## src/rtl/lc3_mem_pkg.sv

```systemverilog
// Shared types and MMIO register addresses for the LC-3 memory controller.
package lc3_mem_pkg;

    typedef enum logic [2:0] {
        IDLE,
        ISSUE,
        WAIT,
        DISP,
        RESP
    } state_t;

    localparam logic [15:0] KBSR = 16'hFE00;
    localparam logic [15:0] KBDR = 16'hFE02;
    localparam logic [15:0] DSR  = 16'hFE04;
    localparam logic [15:0] DDR  = 16'hFE06;

endpackage

```

## src/rtl/mem_ctrl_mmio_regs.sv

```systemverilog
// Keyboard/display device registers: KBSR/KBDR state, MMIO read mux and DDR output regs.
module mmio_regs
    import lc3_mem_pkg::*;
(
    input  logic        clk,
    input  logic        rst,
    input  logic        kb_valid,
    input  logic [7:0]  kb_char,
    input  logic        disp_ready,
    input  logic [15:0] addr,
    input  logic        rd_en,
    output logic [15:0] rdata,
    input  logic        disp_load,
    input  logic [7:0]  disp_data,
    output logic        disp_valid,
    output logic [7:0]  disp_char
);

    logic       kb_full;
    logic [7:0] kbdr;

    // A new character takes priority over the clear from a KBDR read in the same cycle.
    always_ff @(posedge clk or posedge rst) begin
        if (rst) begin
            kb_full <= 1'b0;
            kbdr    <= 8'h00;
        end else if (kb_valid) begin
            kb_full <= 1'b1;
            kbdr    <= kb_char;
        end else if (rd_en && addr == KBDR) begin
            kb_full <= 1'b0;
        end
    end

    always_comb begin
        rdata = 16'h0000;
        case (addr)
            KBSR:    rdata = {kb_full, 15'b0};
            KBDR:    rdata = {8'h00, kbdr};
            DSR:     rdata = {disp_ready, 15'b0};
            default: rdata = 16'h0000;
        endcase
    end

    always_ff @(posedge clk or posedge rst) begin
        if (rst) begin
            disp_valid <= 1'b0;
            disp_char  <= 8'h00;
        end else begin
            disp_valid <= disp_load;
            if (disp_load) begin
                disp_char <= disp_data;
            end
        end
    end

endmodule

```

## src/rtl/mem_ctrl.sv

```systemverilog
// LC-3 memory controller: one load/store per handshake to sync RAM or MMIO space.
// IDLE accept | ISSUE RAM strobe | WAIT RAM latency | DISP display stall | RESP completion
module mem_ctrl
    import lc3_mem_pkg::*;
#(
    parameter int         RAM_LAT = 1,
    parameter logic [6:0] MMIO_HI = 7'h7F
) (
    input  logic        clk,
    input  logic        rst,
    input  logic        cpu_req,
    input  logic        cpu_we,
    input  logic [15:0] cpu_addr,
    input  logic [15:0] cpu_wdata,
    output logic        cpu_ready,
    output logic        cpu_rvalid,
    output logic [15:0] cpu_rdata,
    output logic        ram_en,
    output logic        ram_we,
    output logic [15:0] ram_addr,
    output logic [15:0] ram_wdata,
    input  logic [15:0] ram_data,
    input  logic        kb_valid,
    input  logic [7:0]  kb_char,
    input  logic        disp_ready,
    output logic        disp_valid,
    output logic [7:0]  disp_char
);

    localparam int CW = $clog2(RAM_LAT + 1);

    state_t          state;
    state_t          state_nxt;
    logic            accept;
    logic            cpu_mmio;
    logic            we_q;
    logic [7:0]      ddr_byte;
    logic [CW-1:0]   lat_cnt;
    logic            lat_done;
    logic            disp_load;
    logic            mmio_rd;
    logic [15:0]     mmio_rdata;

    assign cpu_ready  = (state == IDLE);
    assign cpu_rvalid = (state == RESP);
    assign accept     = cpu_req && cpu_ready;
    assign cpu_mmio   = (cpu_addr[15:9] == MMIO_HI);
    assign lat_done   = (lat_cnt == CW'(1));
    assign disp_load  = (state == DISP) && disp_ready;
    assign mmio_rd    = accept && cpu_mmio && !cpu_we;

    always_ff @(posedge clk or posedge rst) begin
        if (rst) begin
            state <= IDLE;
        end else begin
            state <= state_nxt;
        end
    end

    always_comb begin
        state_nxt = state;
        case (state)
            IDLE: begin
                if (accept) begin
                    if (!cpu_mmio) begin
                        state_nxt = ISSUE;
                    end else if (cpu_we && cpu_addr == DDR) begin
                        state_nxt = DISP;
                    end else begin
                        state_nxt = RESP;
                    end
                end
            end
            ISSUE:   state_nxt = we_q ? RESP : WAIT;
            WAIT:    if (lat_done) state_nxt = RESP;
            DISP:    if (disp_ready) state_nxt = RESP;
            RESP:    state_nxt = IDLE;
            default: state_nxt = IDLE;
        endcase
    end

    // RAM strobes are registered off the accept so they are high exactly during ISSUE.
    always_ff @(posedge clk or posedge rst) begin
        if (rst) begin
            we_q      <= 1'b0;
            ddr_byte  <= 8'h00;
            ram_en    <= 1'b0;
            ram_we    <= 1'b0;
            ram_addr  <= 16'h0000;
            ram_wdata <= 16'h0000;
        end else begin
            ram_en <= accept && !cpu_mmio;
            ram_we <= accept && !cpu_mmio && cpu_we;
            if (accept) begin
                we_q     <= cpu_we;
                ddr_byte <= cpu_wdata[7:0];
                if (!cpu_mmio) begin
                    ram_addr  <= cpu_addr;
                    ram_wdata <= cpu_wdata;
                end
            end
        end
    end

    always_ff @(posedge clk or posedge rst) begin
        if (rst) begin
            lat_cnt <= '0;
        end else if (state == ISSUE) begin
            lat_cnt <= CW'(RAM_LAT);
        end else if (state == WAIT) begin
            lat_cnt <= lat_cnt - CW'(1);
        end
    end

    always_ff @(posedge clk or posedge rst) begin
        if (rst) begin
            cpu_rdata <= 16'h0000;
        end else if (mmio_rd) begin
            cpu_rdata <= mmio_rdata;
        end else if (state == WAIT && lat_done) begin
            cpu_rdata <= ram_data;
        end
    end

    mmio_regs u_mmio (
        .clk        (clk),
        .rst        (rst),
        .kb_valid   (kb_valid),
        .kb_char    (kb_char),
        .disp_ready (disp_ready),
        .addr       (cpu_addr),
        .rd_en      (mmio_rd),
        .rdata      (mmio_rdata),
        .disp_load  (disp_load),
        .disp_data  (ddr_byte),
        .disp_valid (disp_valid),
        .disp_char  (disp_char)
    );

endmodule
```

## config.mk

```make
export PLATFORM = sky130hd
export DESIGN_NAME = mem_ctrl
export DESIGN_NICKNAME = d
export VERILOG_FILES = /design/src/rtl/lc3_mem_pkg.sv /design/src/rtl/mem_ctrl_mmio_regs.sv /design/src/rtl/mem_ctrl.sv
export SDC_FILE = /design/constraint.sdc
export NUM_CORES = 1
export LEC_CHECK = 0
export CAP_MARGIN = 20
export CORE_MARGIN = 2
export CORE_UTILIZATION = 30
export DETAILED_ROUTE_END_ITERATION = 8
export HOLD_SLACK_MARGIN = 0.15
export PLACE_DENSITY = 0.58
export SYNTH_ARGS = -nofsm -noshare
export SYNTH_HDL_FRONTEND = slang
export SYNTH_SLANG_ARGS = --single-unit
```

## constraint.sdc

```tcl
create_clock -name clk -period 7.2 [get_ports clk]
set_input_delay 2.16 -clock clk [delete_from_list [all_inputs] [get_ports clk]]
set_output_delay 2.16 -clock clk [all_outputs]
set_load 0.01 [all_outputs]
```

==> results.md <==
- Status: finished clean
- Relative slew slack: 39.8%
- Final core occ: 45.0%
- Count of vias placed by the detailed router: 2,433
- Number of antenna violations at the first check in global routing: 0
- Final cell area excluding filler cells: 4880 sq um
- TritonCTS sink count: 81
- Vias in the first global route: 2,601
- Die area: 11,900 sq um
- CTS Root Buffer Type: sky130_fd_sc_hd__clkbuf_8
- DP Wirelength: 5.71 mm
- Area inside the core boundary: 10,800 sq um
- Overall Power: 1.93 mW
- Worst-path fanout max: 18
- RSZ-0062 raised after global routing: false
- Global-route usage over all layers: 14.3%
- Number of nets in the synthesized netlist: 320
- Worst Max-Slew Pin Slew: 896 ps
- DRC viols: 0
- Final-report hold violation count: 0
- Maximum buffer depth of the clock tree: 2
- Placed instance area: 4660 sq um
- Remaining Overflow, GRT: 0
- Row count: 38
- TritonCTS clock tree: built
- Setup slack on the worst flop-to-flop path: 4590 ps
- Resized cells post-CTS: 0
- Weighted congestion at the end of routability-driven global placement: 0.779
- Number of diodes added for antenna fixing: 0
- H-tree levels: 3
- Commonest non-fill, non-tap cells in the layout: sky130_fd_sc_hd__clkdlybuf4s50_1, sky130_fd_sc_hd__dfrtp_1, sky130_fd_sc_hd__mux2_2
- Detail-routed via count per cell: 4.63
- Count of input and output buffers: 122
- Clock input transition at the sequential cells of the worst setup and hold paths: 80 ps
- Required arrival time at the worst endpoint: 7490 ps
- Starting density of the core: 30.7%
- Cell Pwr Density: 397 nW/um^2
- Worst setup slack before clock tree synthesis: 2430 ps
- Reported leakage power: 2.08 nW
- Number of buffers inserted to repair setup after CTS: 0
- Mapped Cells: 258
- Initial DRC count: 99
- Total negative slack: 0 ps
- IO Pins: 123
- Clock period minus final worst setup slack: 4380 ps
- Post-layout net count: 442
- Number of register bits inferred by synthesis: 81
- Seq/Total Area, Yosys: 61.0%
- Startpoint type of the worst setup path: input pin
- WL/cell: 15.5 um
- Die Wd: 109 um
- Number of warning messages in the yosys log: 0
- Pin count of the biggest net entering global routing: 82
- Share of the cycle needed by the critical path after routing: 60.8%
- Post-route ant nets: 0
- Max Freq: 229 MHz
- Maximum resistive drop on vdd: 0.000149 V
- Worst-skew pair later-pin latency: 360 ps
- Endpoint arrival time on the critical path: 4660 ps
- Crit Path Category: input pin to flip-flop
- Mean area per synthesized cell: 12.9 sq um
- Fraction of layout cells with a size suffix above 1: 17.9%
- Wire length after detailed routing: 8.16 mm
- Max Transition Viols Final: 0
- Die Height: 109 um
- Total of max-cap violations: 0
- Number of distinct library cell variants in the gate-level netlist after synthesis: 35
- Number of buffers inserted during clock tree synthesis: 9
- Syn Std Cell Area: 3320 sq um
- Worst path setup slack after routing: 2820 ps
- Count of hold buffers inserted by post-cts repair: 0
- Type of the worst min-delay path: flip-flop to flip-flop
- Endpoint kind of the worst setup timing path: flip-flop
- Synthesis-to-finish area growth: 46.7%
- Most common cell after layout, fill and taps aside: sky130_fd_sc_hd__clkdlybuf4s50_1
- Detailed Routing Iterations Pass 1: 4
- Final Setup Violations: 0
- Worst Skew: 18.3 ps
- Global-route wire length before repair: 13.0 mm
-- synth_stat cells (all sizes together) --
cell type | n | area share, %
nand3 | 3 | 0.45
o22ai | 1 | 0.19
mux2 | 46 | 16
a21oi | 3 | 0.45
or3 | 2 | 0.53
and2 | 1 | 0.19
dfrtp | 81 | 61
inv | 13 | 1.5
mux2i | 9 | 2.7
nor3b | 1 | 0.23
clkbuf | 6 | 0.72
a31oi | 1 | 0.19
a2111oi | 1 | 0.26
nor3 | 3 | 0.45
and3 | 2 | 0.38
nand4 | 4 | 0.75
nor2 | 22 | 2.5
nor2b | 1 | 0.19
buf | 7 | 1.5
o22a | 2 | 0.53
or4b | 1 | 0.41
or2 | 1 | 0.19
o21ai | 12 | 1.8
or4bb | 1 | 0.34
o32ai | 8 | 2.1
nor4 | 2 | 0.83
o21a | 8 | 1.8
nand2 | 11 | 1.2
nand2b | 4 | 0.75
a311o | 1 | 0.30
-- layout make-up --
class / instances / area (sq um)
Inverter: 13 / 50.0
Tap cell: 140 / 175
Multi-Input combinational cell: 151 / 1180
Clock inverter: 6 / 68.8
Fill cell: 1043 / 5960
Clock buffer: 10 / 128
Sequential cell: 81 / 2030
Timing Repair Buffer: 124 / 1250
-- metal layers --
metal | part of all wire [%] | global-route usage, % | vias up
met5 | 0 | 0 | -
met4 | 1.8 | 5.70 | 0
met3 | 8.4 | 5.08 | 12
met2 | 48 | 23.0 | 90
met1 | 41 | 17.6 | 1181
li1 | - | - | 1150
-- state kept, by name (all words and copies together), names as in the netlist --
name	flops
cpu_rdata	16
ram_addr	16
ram_wdata	16
ddr_byte	8
u_mmio.disp_char	8
u_mmio.kbdr	8
state	3
lat_cnt	1
ram_en	1
ram_we	1
u_mmio.disp_valid	1
u_mmio.kb_full	1
we_q	1
-- worst max-delay path: stages --
cell	delay (ps)
sky130_fd_sc_hd__clkdlybuf4s50_1	510
sky130_fd_sc_hd__or4b_4	620
sky130_fd_sc_hd__nor4_4	830
sky130_fd_sc_hd__nand2b_1	380
sky130_fd_sc_hd__o21a_1	150
-- kinds of logic (layout without fill, tap and decap cells) --
family                 after synthesis  in the layout  share of synthesized area [%]
AND/OR/NAND/NOR                     59             59                           9.41
AO/OA/AOI/OAI                       37             37                           7.64
buffers and inverters               26            153                           3.69
flip-flops                          81             81                           61.0
multiplexers                        55             55                           18.3
-- final timing paths --
check,start,cells past startpoint,to
max reg2reg,state[2],4,cpu_rdata[5]
max in group asynchronous,rst,4,ram_addr[8]
min reg2reg,cpu_rdata[3],1,cpu_rdata[3]
min in group asynchronous,rst,3,ram_addr[4]
max,cpu_req,5,cpu_rdata[5]
min,cpu_rdata[3],1,cpu_rdata[3]
-- through the flow --
step / hold slack [ps] / std cells
after global placement: 473 / 508
after floorplan: 473 / 258
final: 505 / 525
after CTS: 501 / 524
after detailed placement: 481 / 508
after global routing: 517 / 525
-- report_power, final --
part	switching [mW]	total [mW]	internal (mW)
combinational	0.321	0.835	0.514
clock	0.168	0.329	0.161
sequential	0.114	0.770	0.656
No activity file was read; power rests on OpenSTA's default activity.
